==> src/rtl/rotl_pkg.sv <==
// Shared definitions for the rotate-left unit: FSM state encoding and the
// single-position rotate step used by the serial datapath.
package rotl_pkg;

   localparam logic [1:0] ST_IDLE  = 2'd0;
   localparam logic [1:0] ST_SHIFT = 2'd1;
   localparam logic [1:0] ST_DONE  = 2'd2;

   typedef enum logic [1:0] {
      S_IDLE  = ST_IDLE,
      S_SHIFT = ST_SHIFT,
      S_DONE  = ST_DONE
   } state_t;

   // Widest word rotl1 handles; callers zero-extend and truncate around it.
   localparam int ROTL_MAX_W = 64;

   function automatic logic [ROTL_MAX_W-1:0] rotl1(input logic [ROTL_MAX_W-1:0] d,
                                                   input int unsigned w);
      logic [ROTL_MAX_W-1:0] mask;
      logic [ROTL_MAX_W-1:0] msb;
      mask = (w >= ROTL_MAX_W) ? '1 : ((ROTL_MAX_W'(1) << w) - ROTL_MAX_W'(1));
      msb  = (d >> (w - 1)) & ROTL_MAX_W'(1);
      return ((d << 1) | msb) & mask;
   endfunction

endpackage

==> src/rtl/rotl_comb.sv <==
// Combinational rotate-left by a variable amount, built as one mux per
// output bit: y[i] = a[(i - amt) mod WIDTH].
module rotl_comb #(
   parameter int WIDTH = 4,
   parameter int SHW   = $clog2(WIDTH)
) (
   input  logic [WIDTH-1:0] a,
   input  logic [SHW-1:0]   amt,
   output logic [WIDTH-1:0] y
);

   always_comb begin
      y = '0;
      for (int i = 0; i < WIDTH; i++) begin
         for (int k = 0; k < WIDTH; k++) begin
            if (amt == SHW'(k)) begin
               y[i] = a[(i - k + WIDTH) % WIDTH];
            end
         end
      end
   end

endmodule

==> src/rtl/serial_rotl_unit.sv <==
// Rotate-left engine with valid/ready on both sides, one bit-position per clock.
// Define ROTL_SINGLE_CYCLE_EN to load the fully rotated word at accept instead.
module serial_rotl_unit
   import rotl_pkg::*;
#(
   parameter int WIDTH = 4,
   parameter int SHW   = $clog2(WIDTH)
) (
   input  logic             clk,
   input  logic             rst,
   input  logic             in_valid,
   output logic             in_ready,
   input  logic [WIDTH-1:0] in_data,
   input  logic [SHW-1:0]   in_amt,
   output logic             out_valid,
   input  logic             out_ready,
   output logic [WIDTH-1:0] out_data,
   output logic             busy
);

   localparam logic [SHW:0] WIDTH_X = (SHW+1)'(WIDTH);

   state_t           state_q;
   state_t           state_d;
   logic [WIDTH-1:0] data_q;
   logic [SHW-1:0]   cnt_q;
   logic [SHW:0]     amt_x;
   logic [SHW-1:0]   amt_red;
   logic [WIDTH-1:0] load_val;
   logic             load;
   logic             shift;

   // The amount field can only exceed WIDTH-1 by less than WIDTH, so one
   // conditional subtract is a full modulo reduction.
   assign amt_x   = {1'b0, in_amt};
   assign amt_red = (amt_x >= WIDTH_X) ? SHW'(amt_x - WIDTH_X) : in_amt;

`ifdef ROTL_SINGLE_CYCLE_EN
   rotl_comb #(
      .WIDTH (WIDTH),
      .SHW   (SHW)
   ) u_rotl_comb (
      .a   (in_data),
      .amt (amt_red),
      .y   (load_val)
   );
`else
   assign load_val = in_data;
`endif

   always_comb begin
      state_d   = state_q;
      in_ready  = 1'b0;
      out_valid = 1'b0;
      busy      = 1'b0;
      load      = 1'b0;
      shift     = 1'b0;
      case (state_q)
         S_IDLE: begin
            in_ready = 1'b1;
            if (in_valid) begin
               load = 1'b1;
`ifdef ROTL_SINGLE_CYCLE_EN
               state_d = S_DONE;
`else
               state_d = (amt_red == '0) ? S_DONE : S_SHIFT;
`endif
            end
         end
         S_SHIFT: begin
            busy  = 1'b1;
            shift = 1'b1;
            if (cnt_q == SHW'(1)) begin
               state_d = S_DONE;
            end
         end
         S_DONE: begin
            busy      = 1'b1;
            out_valid = 1'b1;
            if (out_ready) begin
               state_d = S_IDLE;
            end
         end
         default: state_d = S_IDLE;
      endcase
   end

   always_ff @(posedge clk or posedge rst) begin
      if (rst) begin
         state_q <= S_IDLE;
         data_q  <= '0;
         cnt_q   <= '0;
      end else begin
         state_q <= state_d;
         if (load) begin
            data_q <= load_val;
            cnt_q  <= amt_red;
         end else if (shift) begin
            data_q <= WIDTH'(rotl1(ROTL_MAX_W'(data_q), WIDTH));
            cnt_q  <= cnt_q - SHW'(1);
         end
      end
   end

   assign out_data = data_q;

endmodule

==> config.mk <==
export PLATFORM = sky130hd
export DESIGN_NAME = serial_rotl_unit
export DESIGN_NICKNAME = d
export VERILOG_FILES = /design/src/rtl/rotl_pkg.sv /design/src/rtl/rotl_comb.sv /design/src/rtl/serial_rotl_unit.sv
export SDC_FILE = /design/constraint.sdc
export NUM_CORES = 1
export LEC_CHECK = 0
export CORE_AREA = 2 2 39 41
export CTS_BUF_LIST = sky130_fd_sc_hd__clkbuf_8
export CTS_CLUSTER_SIZE = 30
export DETAILED_ROUTE_END_ITERATION = 7
export DIE_AREA = 0 0 41 43
export PLACE_DENSITY = 0.71
export SYNTH_ARGS = -nofsm -noshare
export SYNTH_HDL_FRONTEND = slang
export SYNTH_SLANG_ARGS = --single-unit
==> constraint.sdc <==
create_clock -name clk -period 1.74 [get_ports clk]
set_input_delay 0.435 -clock clk [delete_from_list [all_inputs] [get_ports clk]]
set_output_delay 0.435 -clock clk [all_outputs]
set_load 0.05 [all_outputs]
## Word level (Yosys, flattened, before mapping)

Index checks and enable logic that the tools add are counted.

- Flip-flop bits (word level): 8
- Bits of input ports: 10
- Output and inout port bits: 7
- Logic and storage cells: 34

- $add $sub $neg: 2
- Magnitude comparators: 1
- Equal/unequal tests: 6
- Mux-type cells: 16
- Bitwise operators: 1
- Reductions and logical operators: 5

Operator list:

| kind | number |
|---|---|
| $mux W2 | 7 |
| $mux W4 | 2 |
| $mux W1 | 6 |
| $ne A2 B2 Y1 const B | 3 |
| $pmux W2 S3 | 1 |
| $eq A2 B1 Y1 const B | 2 |
| $logic_not A2 Y1 | 2 |
| $or A4 B1 Y4 | 1 |
| $sub A2 B1 Y2 const B | 2 |
| $ge A2 B3 Y1 const B | 1 |
| $reduce_and A3 Y1 | 1 |
| $eq A2 B2 Y1 const B | 1 |
| $reduce_bool A2 Y1 | 1 |
| $reduce_or A2 Y1 | 1 |

## Depth between registers and ports, before layout

Gate-level depths: netlist of the first run.

- Word-level depth: 6
- Depth in mapped cells: 6

## Worst setup path before layout of the first run

OpenSTA, ideal clock, no wires.

- Path type: reg2reg
- From: reg state_q[0]
- To: reg state_q[0]
- Library setup time: 0.080 ns
- Data arrival time: 1.520 ns
- Required time: 1.660 ns
- Setup slack: 0.140 ns
- Stages on the path, launching flop included: 5
- Path buffers: 0
- Period minus slack after synthesis: 1.600 ns
- Path through: dfrtp_1 inv_1 ha_1 a222oi_1 mux2i_1

- Cells in the longest elaborated chain, start to end: 3
- Elaborated cells between the ends (all ways): 8
- Classes of those cells: eq/ne: 5; mux: 1; reduce/logical: 2

Ends and longest elaborated chain:

| what | line | text |
|---|---|---|
| start: declaration | serial_rotl_unit.sv:23 | `state_t state_q;` |
| start signal: assignment | serial_rotl_unit.sv:94 | `state_q <= state_d;` |
| $eq A2 B1 Y1 (tied with other cells) | serial_rotl_unit.sv:58 | `case (state_q)` |
| $ne A2 B2 Y1 (no source line) | - |  |
| $reduce_and A3 Y1 (no source line) | - |  |

Several ways; a longest one is shown, not always the timed one.
A chain may end at the register's enable or synchronous reset.

## Final worst setup path of the first run

- From: reg state_q[0]
- To: out busy

- Cells in the longest elaborated chain, start to end: 3
- Elaborated cells between the ends (all ways): 4
- Classes of those cells: eq/ne: 2; mux: 1; reduce/logical: 1

Ends and longest elaborated chain:

| what | line | text |
|---|---|---|
| $eq A2 B2 Y1 or $eq A2 B1 Y1 (tied branches) | serial_rotl_unit.sv:58 |  |
| $reduce_or A2 Y1 (no source line) (*) | - |  |
| $mux W1 (*) | serial_rotl_unit.sv:58 |  |
| end: declaration | serial_rotl_unit.sv:18 | `output logic busy` |

Mark *: on every way between the ends. The rest lies on a longest branch, timed or not.

==> summary.txt, run 1 <==
status -> complete, no violations
worst clock skew -> 0.00134 ns
root buf cell -> clkbuf_8
endpoints failing setup -> 0
Seq/Total Area, Yosys -> 41.6%
leakage power total -> 0.337 nW
maximum vdd ir drop -> 0.00100 V
Synth Instances -> 48
Max transition margin -> 73.3%
TritonCTS clock tree -> done
#FFs+latches synth -> 8
max-cap violations -> 0
unrepaired setup endpoints after global routing -> no
global-route wire length before repair -> 1680 µm
Die X-Extent -> 41 µm
CP Data Required Time -> 1.30 ns
number of global-route vias before repair -> 398
register area -> 200 µm²
largest net degree at the start of global routing -> 13
die area -> 0.00176 mm²
TritonCTS buffer count -> 3
GR Util All Layers -> 14.9%
CTS sink count -> 8
commonest non-fill, non-tap cell in the layout -> clkdlybuf4s50_1
cts hold-fix bufs -> 0
max frequency -> 615 MHz
starting density of the core -> 34.8%
crit start category -> register
H-tree depth -> 1
# nets final -> 84
DR WL/cell -> 12.1 µm
area of the multi-input gates -> 246 µm²
worst-margin pin slew -> 0.400 ns
period utilization -> 93.4%
initial antenna violation count -> 0
synthesized area per cell -> 10.0 µm²
FILL cells -> 128
Core Area -> 0.00138 mm²
most frequent cells in the layout -> clkdlybuf4s50_1, dfrtp_1, mux2i_1, inv_1
diodes inserted -> 0
hold_ws -> 0.455 ns
Post-DP HPWL -> 774 µm
R2R depth -> 5
Yosys top cell area share -> 41.6%
Rows -> 14
Skew-Pair Late Insertion Delay -> 0.23 ns
I/O pin count -> 17
post_cts resized -> 0
YS warnings -> 0
Synth area leaders -> dfrtp_1, ha_1, mux2i_1, o21ai_0, inv_1
area delta synth->final -> 49.9%
dominant cell type by area after synthesis -> dfrtp_1
port buffer count -> 16
PD cells -> 2180 mW/mm²
Max Fanout on Critical Path -> 4
kind of critical path -> register to output pin
clock tree buffer depth -> 2
DR pass1 iterations -> 4
Pwr Total -> 1.57 mW
Initial DRC Count -> 6
Min-Delay Path Class -> input pin to async pin
Synthesized Nets -> 64
synth unique cells -> 14
final slew viol count -> 0
Clk pin slew, worst setup/hold paths -> 0.04 ns
Post-Syn Area -> 482 µm²
Fin. Hold Viols -> 0
routability cong. -> 0.681
die height -> 43 µm
Via density -> 4.67
grt total ovfl -> 0
crit path time final -> 1.63 ns
Vias -> 383
endpoint type of the worst setup path -> output pin
worst r2r src -> state_q[0]
ANT nets after route -> 0
RR Endpoint -> state_q[0]
WL final -> 990 µm
fraction of layout cells with a size suffix above 1 -> 18.2%
Worst EP arrival -> 1.19 ns
postcts setup bufs -> 0
DRC errors left -> 0
Worst R2R Setup Slack -> 0.22 ns
==> synthesized netlist by cell type (all sizes together) <==
cell type,count
inv,7
nand2,6
mux2i,7
a222oi,1
clkbuf,1
dfrtp,8
o22ai,1
buf,1
o221ai,1
xnor2,1
nor3b,1
o21ai,6
and2,1
ha,6
==> state kept, by name, summed over array words and instances, names as in the netlist <==
register	flops
state_q	2
cnt_q	2
out_data	4
==> per-layer routing <==
metal / vias to the layer above / GRT usage [%] / wire [µm]
met2: 15 / 21.6 / 468
met3: 2 / 6.28 / 63
met4: 0 / 8.00 / 20
li1: 196 / - / -
met5: - / 0 / 0
met1: 170 / 18.0 / 437
==> area by class of cell <==
cell class	count	share of cell area, %
flip-flops and latches	8	27.7
clock buffers	3	5.72
inverters	7	3.64
repair buffers	17	26.0
multi-input cells	31	34.1
well taps	16	2.77
==> power by group <==
part           switching (mW)  leakage [nW]  internal (mW)  total [mW]
registers              0.0622        0.0991          0.278       0.340
logic                   0.578         0.216          0.432        1.01
clock network          0.0734        0.0216          0.150       0.223
==> how the worst max path moves through the flow <==
stage,end,cells after the start,slack [ns],from
floorplan,state_q[0],4,0.14,state_q[0]
global placement,state_q[1],5,0.07,in_valid
detailed placement,state_q[0],5,-0.05,in_valid
CTS,busy,3,0.10,state_q[0]
global route,busy,3,0.04,state_q[0]
finish,busy,3,0.11,state_q[0]
==> kinds of logic after synthesis <==
group / count (synthesis) / share of synthesized area, %
AOI/OAI and AO/OA: 9 / 11.4
xor gates and xnor gates: 1 / 1.82
adders and majority gates: 6 / 15.6
buffers and inverters: 9 / 7.27
DFF: 8 / 41.6
muxes: 7 / 14.5
and+or+nand+nor: 8 / 7.79
==> critical path: stages (launching register included) <==
cell and delay (ns):
dfrtp_1 0.37, inv_1 0.09, ha_1 0.34, buf_12 0.16
==> metrics by stage <==
stage / std cells / setup slack [ns] / setup TNS (ns) / instance area [µm²] / utilization, %
2_1_floorplan: 48 / 0.140 / 0 / 482 / -
3_3_place_gp: 79 / 0.0699 / 0 / 681 / 49.2
3_5_place_dp: 79 / -0.0475 / -0.0482 / 681 / 49.2
4_1_cts: 82 / 0.101 / 0 / 722 / 52.2
5_1_grt: 82 / 0.0379 / 0 / 722 / 52.2
6_report: 82 / 0.115 / 0 / 722 / 52.2
(Power assumes the default switching activity.)
==> run 2: changes to the inputs <==
--- a/config.mk
+++ b/config.mk
@@ -10,7 +10,8 @@
 export CTS_CLUSTER_SIZE = 30
 export DETAILED_ROUTE_END_ITERATION = 7
 export DIE_AREA = 0 0 41 43
-export PLACE_DENSITY = 0.71
+export DONT_BUFFER_PORTS = 1
+export PLACE_DENSITY = 0.54
 export SYNTH_ARGS = -nofsm -noshare
 export SYNTH_HDL_FRONTEND = slang
 export SYNTH_SLANG_ARGS = --single-unit
==> constraint.sdc (replaced) <==
create_clock -name clk -period 1.7 [get_ports clk]
set_input_delay 0.425 -clock clk [delete_from_list [all_inputs] [get_ports clk]]
set_output_delay 0.425 -clock clk [all_outputs]
set_load 0.05 [all_outputs]
==> summary.txt, run 2 (same netlist as run 1, synthesis figures left out) <==
endpoint type of the worst setup path -> output pin (unchanged)
TritonCTS clock tree -> done (unchanged)
Vias -> 347 (was 383)
period utilization -> 93.7%
placed cell count -> 65 (was 79)
crit path time final -> 1.59 ns
crit start category -> register (unchanged)
die height -> 43 µm (unchanged)
worst-path cell chain -> inv_1 -> ha_1 -> buf_4 (was inv_1 -> ha_1 -> buf_12)
grt total ovfl -> 0 (unchanged)
Min-Delay Path Class -> input pin to async pin (unchanged)
TritonCTS buffer count -> 3 (unchanged)
H-tree depth -> 1 (unchanged)
final slew viol count -> 0 (unchanged)
slowest stage delay, CP -> 0.37 ns (about the same)
area delta synth->final -> 15.6% (was 49.9%)
root buf cell -> clkbuf_8 (unchanged)
Fin Setup TNS -> 0 ns (unchanged)
Worst EP arrival -> 1.17 ns (was 1.19 ns)
commonest non-fill, non-tap cell in the layout -> dfrtp_1 (was clkdlybuf4s50_1)
DRC errors left -> 0 (unchanged)
Core Area -> 0.00138 mm² (unchanged)
starting density of the core -> 34.8% (unchanged)
max-cap violations -> 0 (unchanged)
Clk pin slew, worst setup/hold paths -> 0.04 ns (about the same)
max frequency -> 627 MHz
max reg flops -> 4 (unchanged)
CTS sink count -> 8 (unchanged)
WL final -> 846 µm (was 990 µm)
Post-DP HPWL -> 699 µm (was 774 µm)
fraction of layout cells with a size suffix above 1 -> 13.5% (was 18.2%)
register area -> 200 µm² (unchanged)
Post-Layout Cell Count -> 68 (was 82)
postcts setup bufs -> 0 (unchanged)
# nets final -> 70 (was 84)
dpl cell area -> 515 µm² (was 681 µm²)
Die X-Extent -> 41 µm (unchanged)
largest net degree at the start of global routing -> 13 (unchanged)
DR WL/cell -> 12.4 µm (was 12.1 µm)
kind of critical path -> register to output pin (unchanged)
I/O pin count -> 17 (unchanged)
Finished Cell Area -> 557 µm² (was 722 µm²)
global-route wire length before repair -> 1280 µm (was 1680 µm)
port buffer count -> 0 (was 16)
Fin. Hold Viols -> 0 (unchanged)
Via density -> 5.10 (was 4.67)
Max transition margin -> 65.6% (was 73.3%)
clock tree buffer depth -> 2 (unchanged)
ANT nets after route -> 0 (unchanged)
DR pass1 iterations -> 4 (unchanged)
most frequent cells in the layout -> dfrtp_1, mux2i_1, inv_1 (was clkdlybuf4s50_1, dfrtp_1, mux2i_1, inv_1)
endpoints failing setup -> 0 (unchanged)
Rows -> 14 (unchanged)
Initial DRC Count -> 3 (was 6)
worst clock skew -> 0.00273 ns (was 0.00134 ns)
Max Fanout on Critical Path -> 5 (was 4)
area of the multi-input gates -> 246 µm² (unchanged)
initial antenna violation count -> 0 (unchanged)
Final Core Density -> 40.2% (was 52.2%)
diodes inserted -> 0 (unchanged)
FILL cells -> 149 (was 128)
Skew-Pair Late Insertion Delay -> 0.22 ns (was 0.23 ns)
post_cts resized -> 0 (unchanged)
CP Data Required Time -> 1.27 ns (was 1.30 ns)
GR Util All Layers -> 11.2% (was 14.9%)
Slowest cell on crit path -> dfrtp_1 (unchanged)
routability cong. -> 0.653 (was 0.681)
die area -> 0.00176 mm² (unchanged)
cts hold-fix bufs -> 0 (unchanged)
number of global-route vias before repair -> 317 (was 398)
unrepaired setup endpoints after global routing -> no (unchanged)
status -> complete, no violations (unchanged)
worst-margin pin slew -> 0.517 ns (was 0.400 ns)
run 2: worst paths after layout:
| check | start | end | slack (ns) | depth (start not counted) |
|---|---|---|---|---|
| min in group clk | in_data[3] | out_data[3] | 0.33 | 2 |
| hold / removal | rst | out_data[1] | 0.04 | 1 |
| max in group asynchronous | rst | state_q[1] | 1.43 | 1 |
| hold reg to reg | cnt_q[1] | cnt_q[1] | 0.58 | 2 |
| setup / recovery | state_q[1] | busy | 0.11 | 3 |
| setup reg to reg | state_q[0] | state_q[1] | 0.18 | 4 |
run 2: per-stage QoR:
step	hold WS [ns]	setup WS [ns]
finish	0.0360	0.106
global route	0.0671	0.0225
floorplan	0.241	0.100
CTS	0.0472	0.0934
detailed placement	0.285	0.174
global placement	0.286	0.216
run 2: layout make-up:
type	instances	share of cell area, %
multi-input cells	31	44.3
repair buffers	3	4.04
clock buffers	3	7.42
well taps	16	3.60
inverters	7	4.72
flip-flops and latches	8	36.0
run 2: critical path, delay by kind of cell, from the launching register on:
kind | cells | cell delay, ns
flip-flops | 1 | 0.37
adder cells (fa/ha/maj) | 1 | 0.25
buffers and inverters | 2 | 0.33
run 2: routing by layer:
metal	GRT usage, %	up-vias	routed length (µm)	part of all wire [%]
met1	13.9	160	368	43
met2	15.3	15	380	45
met4	8.00	0	5	0.59
met3	4.19	2	92	11
met5	0	-	0	0
li1	-	170	-	-
Power of run 2 is not shown: default switching activity piles up to over one toggle a cycle in this logic, so the estimate is an artifact.
==> run 3: changes to the inputs <==
--- a/config.mk
+++ b/config.mk
@@ -7,11 +7,13 @@
 export LEC_CHECK = 0
 export CORE_AREA = 2 2 39 41
 export CTS_BUF_LIST = sky130_fd_sc_hd__clkbuf_8
+export CTS_CLUSTER_DIAMETER = 200
 export CTS_CLUSTER_SIZE = 30
 export DETAILED_ROUTE_END_ITERATION = 7
 export DIE_AREA = 0 0 41 43
 export DONT_BUFFER_PORTS = 1
 export PLACE_DENSITY = 0.54
+export SETUP_SLACK_MARGIN = 0.1
 export SYNTH_ARGS = -nofsm -noshare
 export SYNTH_HDL_FRONTEND = slang
 export SYNTH_SLANG_ARGS = --single-unit
==> summary.txt, run 3 (same netlist as run 1, synthesis figures left out) <==
H-tree depth -> 1 (unchanged)
Final Core Density -> 41.3% (was 40.2%)
Max Fanout on Critical Path -> 5 (unchanged)
most frequent cells in the layout -> dfrtp_1, mux2i_1, nand2_1, o21ai_0, ha_1 (was dfrtp_1, mux2i_1, inv_1)
CTS sink count -> 8 (unchanged)
Min-Delay Path Class -> input pin to async pin (unchanged)
clock tree buffer depth -> 2 (unchanged)
Max transition margin -> 65.9% (was 65.6%)
number of global-route vias before repair -> 317 (unchanged)
DR pass1 iterations -> 4 (unchanged)
die height -> 43 µm (unchanged)
Post-Layout Cell Count -> 70 (was 68)
worst clock skew -> 0.00273 ns (unchanged)
root buf cell -> clkbuf_8 (unchanged)
DRC errors left -> 0 (unchanged)
starting density of the core -> 34.8% (unchanged)
Die X-Extent -> 41 µm (unchanged)
global-route wire length before repair -> 1280 µm (unchanged)
Vias -> 357 (was 347)
TritonCTS buffer count -> 3 (unchanged)
WL final -> 887 µm (was 846 µm)
Clk pin slew, worst setup/hold paths -> 0.04 ns (about the same)
max-cap violations -> 0 (unchanged)
CP startpoint -> state_q[1] (unchanged)
crit start category -> register (unchanged)
I/O pin count -> 17 (unchanged)
area of the multi-input gates -> 246 µm² (unchanged)
worst-margin pin slew -> 0.512 ns (was 0.517 ns)
kind of critical path -> register to output pin (unchanged)
Core Area -> 0.00138 mm² (unchanged)
FILL cells -> 147 (was 149)
unrepaired setup endpoints after global routing -> no (unchanged)
Worst EP arrival -> 1.12 ns (was 1.17 ns)
CP Data Required Time -> 1.27 ns (about the same)
final slew viol count -> 0 (unchanged)
register area -> 200 µm² (unchanged)
cts hold-fix bufs -> 0 (unchanged)
fraction of layout cells with a size suffix above 1 -> 20.4% (was 13.5%)
area delta synth->final -> 18.7% (was 15.6%)
crit path time final -> 1.55 ns (was 1.59 ns)
hold_ws -> 0.0360 ns (unchanged)
initial antenna violation count -> 0 (unchanged)
worst r2r src -> state_q[0] (unchanged)
commonest non-fill, non-tap cell in the layout -> dfrtp_1 (unchanged)
routability cong. -> 0.653 (unchanged)
die area -> 0.00176 mm² (unchanged)
status -> complete, no violations (unchanged)
Skew-Pair Late Insertion Delay -> 0.22 ns (about the same)
period utilization -> 91.0% (was 93.7%)
port buffer count -> 0 (unchanged)
Post-DP HPWL -> 699 µm (unchanged)
max reg flops -> 4 (unchanged)
placed cell count -> 65 (unchanged)
Initial DRC Count -> 6 (was 3)
endpoint type of the worst setup path -> output pin (unchanged)
GR Util All Layers -> 11.2% (unchanged)
max frequency -> 647 MHz (was 627 MHz)
largest net degree at the start of global routing -> 13 (unchanged)
Rows -> 14 (unchanged)
Via density -> 5.10 (about the same)
TritonCTS clock tree -> done (unchanged)
Fin. Hold Viols -> 0 (unchanged)
ANT nets after route -> 0 (unchanged)
# nets final -> 72 (was 70)
DR WL/cell -> 12.7 µm (was 12.4 µm)
grt total ovfl -> 0 (unchanged)
endpoints failing setup -> 0 (unchanged)
Fin Setup TNS -> 0 ns (unchanged)
diodes inserted -> 0 (unchanged)
-- run 3: per-stage QoR --
stage / worst slack, ns / area [µm²]
6_report: 0.154 / 572
5_1_grt: 0.118 / 572
4_1_cts: 0.104 / 557
3_5_place_dp: 0.174 / 515
3_3_place_gp: 0.216 / 515
2_1_floorplan: 0.100 / 482
-- run 3: metal layers --
metal	GRT usage [%]	part of all wire (%)	wire length, µm	vias to the layer above
met4	8.00	0.56	5	0
met1	13.9	43	384	164
met5	0	0	0	-
met3	4.19	11	95	2
li1	-	-	-	175
met2	15.3	45	401	16
-- run 3: final timing paths --
| kind | endpoint | slack (ns) | cells past startpoint |
|---|---|---|---|
| setup / recovery | busy | 0.15 | 3 |
| hold / removal | out_data[1] | 0.04 | 1 |
| setup reg to reg | state_q[1] | 0.27 | 5 |
| hold reg to reg | state_q[0] | 0.58 | 2 |
| max in group asynchronous | state_q[1] | 1.43 | 1 |
| min in group clk | out_data[3] | 0.33 | 2 |
-- run 3: repair_timing --
action,4_1_cts,5_1_grt
gates resized for setup,1,1
pin swaps,0,1
endpoints found under the setup margin,1,5
setup buffers,0,2
-- run 3: area by class of cell --
class | instances | share of cell area [%]
multi-input cells | 31 | 43.1
flip-flops and latches | 8 | 35.0
clock buffers | 3 | 7.22
repair buffers | 5 | 6.56
inverters | 7 | 4.60
well taps | 16 | 3.50
-- run 3: critical path: stages, from the launching register on --
cell and delay (ns):
dfrtp_1 0.38, inv_2 0.10, ha_1 0.23, buf_4 0.19
Power of run 3 is left out for the same reason.
